`src/rtl/wb_commit_unit_pkg.sv`:
```
// wb_commit_unit_pkg: shared widths, load-type encodings and WB FSM states
package wb_commit_unit_pkg;
    localparam int DW = 32;
    localparam int RAW = 7;
    typedef enum logic [2:0] {
        MRT_LW  = 3'd0,
        MRT_LB  = 3'd1,
        MRT_LBU = 3'd2,
        MRT_LH  = 3'd3,
        MRT_LHU = 3'd4
    } mrt_e;
    typedef enum logic [1:0] {IDLE, WAIT, DONE} wb_state_e;
endpackage

```
`src/rtl/wb_commit_unit_load_align.sv`:
```
// wb_commit_unit_load_align: little-endian lane select and sign/zero extension of load data
module wb_commit_unit_load_align #(
    parameter int DW = wb_commit_unit_pkg::DW
) (
    input  logic [DW-1:0] rdata,
    input  logic [1:0]    addr,
    input  logic [2:0]    mrt,
    output logic [DW-1:0] data
);
    import wb_commit_unit_pkg::*;
    logic [7:0]  b;
    logic [15:0] h;
    always_comb begin
        b    = rdata[{addr, 3'b000} +: 8];
        h    = addr[1] ? rdata[31:16] : rdata[15:0];
        data = mrt == MRT_LB  ? {{(DW-8){b[7]}}, b} :
               mrt == MRT_LBU ? {{(DW-8){1'b0}}, b} :
               mrt == MRT_LH  ? {{(DW-16){h[15]}}, h} :
               mrt == MRT_LHU ? {{(DW-16){1'b0}}, h} : rdata;
    end
endmodule

```
`src/rtl/wb_commit_unit.sv`:
```
// wb_commit_unit: MEM/WB register, load-data wait FSM, alignment and register-file commit
module wb_commit_unit #(
    parameter int DW  = wb_commit_unit_pkg::DW,
    parameter int RAW = wb_commit_unit_pkg::RAW,
    parameter int HLW = 2*DW
) (
    input  logic           clk,
    input  logic           rst,
    input  logic           stallW,
    input  logic           flushW,
    input  logic           validM,
    input  logic           RegWriteM,
    input  logic           MemtoRegM,
    input  logic [2:0]     MemReadTypeM,
    input  logic [RAW-1:0] WriteRegM,
    input  logic [DW-1:0]  ALUoutM,
    input  logic           HI_LO_write_enableM,
    input  logic [HLW-1:0] HI_LO_dataM,
    input  logic [DW-1:0]  PCM,
    input  logic [DW-1:0]  mem_rdata,
    input  logic           mem_data_ok,
    output logic           RegWriteW,
    output logic [RAW-1:0] WriteRegW,
    output logic [DW-1:0]  ResultW,
    output logic           HI_LO_write_enable_from_WB,
    output logic [HLW-1:0] HI_LO_data,
    output logic [DW-1:0]  PCW,
    output logic           load_stall_req
);
    import wb_commit_unit_pkg::*;
    wb_state_e      state, state_n;
    logic           valid_r, reg_write_r, mem_to_reg_r, hl_we_r;
    logic [2:0]     mrt_r;
    logic [RAW-1:0] write_reg_r;
    logic [DW-1:0]  alu_out_r, pc_r, rdata_buf, load_data;
    logic [HLW-1:0] hl_data_r;
    logic           orphan, orphan_n, committed;
    logic           pending, own_ok, commit_ok, capture, wb_load;

    wb_commit_unit_load_align #(.DW(DW)) u_load_align (
        .rdata (state == DONE ? rdata_buf : mem_rdata),
        .addr  (alu_out_r[1:0]),
        .mrt   (mrt_r),
        .data  (load_data)
    );

    // own_ok: a data_ok that belongs to the load in WB rather than a dropped one
    always_comb begin
        pending        = valid_r & mem_to_reg_r & !committed;
        own_ok         = mem_data_ok & !orphan;
        state_n        = state;
        load_stall_req = 1'b0;
        commit_ok      = !committed & !mem_to_reg_r;
        capture        = 1'b0;
        orphan_n       = orphan & !mem_data_ok;
        case (state)
            IDLE: if (pending) begin
                if (own_ok) begin
                    commit_ok = !stallW;
                    capture   = stallW & !flushW;
                    state_n   = (stallW & !flushW) ? DONE : IDLE;
                end else begin
                    load_stall_req = 1'b1;
                    if (flushW) orphan_n = 1'b1;
                    else state_n = WAIT;
                end
            end
            WAIT: begin
                load_stall_req = 1'b1;
                if (flushW) begin
                    state_n  = IDLE;
                    orphan_n = orphan | !mem_data_ok;
                end else if (own_ok) begin
                    capture = 1'b1;
                    state_n = DONE;
                end
            end
            DONE: begin
                commit_ok = !flushW & !stallW;
                state_n   = (stallW & !flushW) ? DONE : IDLE;
            end
            default: state_n = IDLE;
        endcase
        wb_load = flushW | (!stallW & !load_stall_req);
    end

    assign RegWriteW                  = valid_r & reg_write_r & (|write_reg_r) & commit_ok;
    assign WriteRegW                  = write_reg_r;
    assign ResultW                    = mem_to_reg_r ? load_data : alu_out_r;
    assign HI_LO_write_enable_from_WB = valid_r & hl_we_r;
    assign HI_LO_data                 = hl_data_r;
    assign PCW                        = pc_r;

    always_ff @(posedge clk or negedge rst) begin
        if (!rst) begin
            state        <= IDLE;
            orphan       <= 1'b0;
            committed    <= 1'b0;
            rdata_buf    <= '0;
            valid_r      <= 1'b0;
            reg_write_r  <= 1'b0;
            mem_to_reg_r <= 1'b0;
            mrt_r        <= '0;
            write_reg_r  <= '0;
            alu_out_r    <= '0;
            hl_we_r      <= 1'b0;
            hl_data_r    <= '0;
            pc_r         <= '0;
        end else begin
            state     <= state_n;
            orphan    <= orphan_n;
            committed <= wb_load ? 1'b0 : committed | (valid_r & commit_ok);
            if (capture) rdata_buf <= mem_rdata;
            if (wb_load) begin
                valid_r      <= validM & !flushW;
                reg_write_r  <= RegWriteM;
                mem_to_reg_r <= MemtoRegM;
                mrt_r        <= MemReadTypeM;
                write_reg_r  <= WriteRegM;
                alu_out_r    <= ALUoutM;
                hl_we_r      <= HI_LO_write_enableM;
                hl_data_r    <= HI_LO_dataM;
                pc_r         <= PCM;
            end
        end
    end
endmodule

```
`config.mk`:
```
export PLATFORM = sky130hd
export DESIGN_NAME = wb_commit_unit
export DESIGN_NICKNAME = d
export VERILOG_FILES = /design/src/rtl/wb_commit_unit_pkg.sv /design/src/rtl/wb_commit_unit_load_align.sv /design/src/rtl/wb_commit_unit.sv
export SDC_FILE = /design/constraint.sdc
export NUM_CORES = 1
export LEC_CHECK = 0
export BUFFER_PORTS_ARGS = -buffer_cell sky130_fd_sc_hd__buf_2
export CAP_MARGIN = 20
export CORE_MARGIN = 4
export CORE_UTILIZATION = 45
export DETAILED_ROUTE_END_ITERATION = 10
export PLACE_DENSITY = 0.76
export SLEW_MARGIN = 20
export SYNTH_ARGS = -nofsm -noshare
export SYNTH_HDL_FRONTEND = slang
export SYNTH_HIERARCHICAL = 1
export SYNTH_SLANG_ARGS = --single-unit
```
`constraint.sdc`:
```
create_clock -name clk -period 3.1 [get_ports clk]
set_input_delay 0.93 -clock clk [delete_from_list [all_inputs] [get_ports clk]]
set_output_delay 0.93 -clock clk [all_outputs]
set_load 0.05 [all_outputs]
```
==> run summary <==
Full die area = 22000 µm²
CTS Buffer Depth = 2
IO Port Bufs = 316
Synthesized Nets = 827
Worst slew margin = 60.1%
Final period utilization = 118%
Drt initial violations = 350
GPL Wtd Cong = 0.878
Clk sinks = 178
Gr usage total = 23.5%
Worst Path Arrival = 2720 ps
Power Density = 607 nW/µm²
Mean Syn Cell Area = 13.7 µm²
Worst-path fanout max = 8
Cts hold-fix bufs = 0
Slowest CP cell = mux4_2
Slowest stage delay, CP = 510 ps
Synth Instances = 648
Layout area overhead = 42.2%
CTS tree = yes
WHS = 456 ps
Reg clk slew, reported paths = 80 ps
Largest vdd supply drop = 0.000366 V
# setup viols final = 33
Nets = 1202
Fraction of registers with async set/reset = 100%
Crit path cell chain = buf_4 > nand2b_4 > nand2_2 > nand2_2 > mux4_2 > nor3b_4 > a221o_1 > mux2_4 > buf_6
Hold crit path type = in -> async
DP Wirelength = 19100 µm
Fill cell count = 1439
Status = finished with violations
Vias in the first global route = 7337
Final hold vios = 0
# H-tree levels = 4
DRC violations left = 0
Clock root cell = clkbuf_16
Initial antenna violation count = 4
Wire per inst = 20.2 µm
Worst-case clock skew = 13.5 ps
Routed Antenna Nets = 0
Synth unique cells = 55
Startpoint type of the worst setup path = flop
# Max-Cap Violations = 0
Die X = 148 µm
Crit Path Category = reg -> out
Share of layout cells above drive strength 1 = 70.8%
Sequential area share after synthesis = 50.2%
Largest net degree at the start of global routing = 61
Final worst slack = -550 ps
Leading area contributor after synthesis = dfrtp_1
Flops & latches, synth = 178
Leak = 6.27 nW
Ports = 317
Synth warnings = 6
Die Y-Extent = 148 µm
Slew @ Worst Pin = 597 ps
Primary FF master, synth = dfrtp_1
Fmax = 274 MHz
CTS buffer count = 17
Top cell type's share of synthesized area = 50.2%
Clk_lat worst skew = 440 ps
Failing checks = setup timing
Vias = 6816
TNS Setup = -14860 ps
Initial Utilization = 45.7%
Vias per inst = 5.24
Sequential Area = 4460 µm²
Worst setup EP type = output pin
Top cells by area, synth = dfrtp_1 (50%), mux2_2 (16%), mux2_4 (13%)
RSZ-0062 raised after global routing = yes
Post-route minimum period = 3650 ps
Number of enable flip-flop cells after synthesis = 0
Congestion Overflow GR = 0
Routed Wire Length = 26400 µm
Area occupied by multi-input gates = 4520 µm²
Row count = 51
Crit path top cell by count = nand2_2
1st-pass router iterations = 4
Slew Limit Fails = 0
Synth Cell Area = 8870 µm²
Core area = 19400 µm²
Post-place setup slack = -498 ps
First-pass GRT wire length = 40300 µm
Required time worst endpoint = 2170 ps
==> registers in the layout, summed over array words and instances (netlist names) <==
register / cells
HI_LO_data: 64
PCW: 32
alu_out_r: 32
rdata_buf: 32
WriteRegW: 7
mrt_r: 3
state: 2
committed: 1
hl_we_r: 1
mem_to_reg_r: 1
orphan: 1
reg_write_r: 1
valid_r: 1
==> cell usage in the layout (no fill, tap or decap), drive strengths merged, types with 2 or more instances in the layout <==
master	n
a31oi	10
o211ai	10
nor3	12
nand3	8
nor3b	3
o21ai	2
a21oi	3
mux4	8
nand3b	2
nand2	101
nor4	2
dfrtp	178
mux2	207
inv	12
mux2i	2
clkbuf	17
a221o	7
a211oi	2
nor2	7
clkinv	6
buf	401
o2bb2ai	16
nand2b	3
==> kinds of logic (layout without fill, tap and decap cells) <==
family                   after synthesis  after routing  synth area share [%]
AO/OA/AOI/OAI                         54             54                  5.10
AND/OR/NAND/NOR                      148            149                  7.71
multiplexers                         217            217                  32.3
flip-flops                           178            178                  50.2
other                                  0              1                     0
XOR/XNOR                               1              1                 0.183
adder cells (fa/ha/maj)                1              1                 0.113
buffers and inverters                 49            436                  4.39
==> through the flow <==
stage / util, % / cell area (µm²) / instances / power, mW
global placement: 57.5 / 11100 / 1248 / 5.12
floorplan: - / 9030 / 648 / 4.52
CTS: 64.4 / 12500 / 1295 / 7.65
global route: 65.0 / 12600 / 1302 / 7.95
detailed placement: 57.5 / 11100 / 1248 / 5.18
finish: 65.0 / 12600 / 1302 / 7.66
==> cell type report <==
cell class | instances | area share [%]
sequential | 178 | 35.3
tap | 265 | 2.63
clock buffer | 17 | 3.37
clock inverter | 15 | 1.43
antenna | 1 | 0.0198
inverter | 3 | 0.0893
timing repair buffer | 401 | 21.3
multi-input combinational | 422 | 35.8
==> power by group <==
| group | total [mW] | switching (mW) | internal, mW |
|---|---|---|---|
| Combinational | 2.62 | 1.50 | 1.11 |
| Clock | 2.19 | 1.09 | 1.10 |
| Sequential | 2.85 | 0.202 | 2.65 |
==> per-layer routing <==
metal | global-route usage, % | vias to the layer above | routed length (µm)
met5 | 0 | - | 47
met4 | 9.65 | 6 | 1030
met3 | 6.19 | 63 | 1740
met2 | 42.3 | 270 | 14000
met1 | 26.6 | 3394 | 9500
li1 | - | 3083 | -
==> what timing repair did <==
action	in CTS	in global routing
endpoints found under the setup margin	32	33
setup buffers	12	7
resized for setup	174	16
cloned	3	0
pin swaps	12	9
==> cells in the mapped netlist, drive strengths merged, types with 8 or more instances <==
library cell and count:
a31oi 10, nor3 12, mux4 8, dfrtp 178
nand3 8, buf 28, o2bb2ai 16, clkbuf 18
nand2 101, o211ai 10, mux2 207
==> critical path: cells and delay by family, from the launching register on <==
| family | cells | cell delay, ps |
|---|---|---|
| AOI/OAI and AO/OA | 1 | 320 |
| buffers and inverters | 2 | 280 |
| DFF | 1 | 400 |
| muxes | 2 | 780 |
| and+or+nand+nor | 4 | 490 |
==> worst paths after layout <==
kind	start	end	slack [ps]	cells past startpoint
setup / recovery	state[1]	ResultW[8]	-550	9
hold / removal	rst	rdata_buf[14]	460	1
setup reg to reg	state[0]	HI_LO_data[0]	740	7
hold reg to reg	hl_we_r	hl_we_r	500	1
max in group asynchronous	rst	PCW[15]	1920	2
min in group clk	hl_we_r	hl_we_r	500	1
Power figures use the tool's default switching activity.
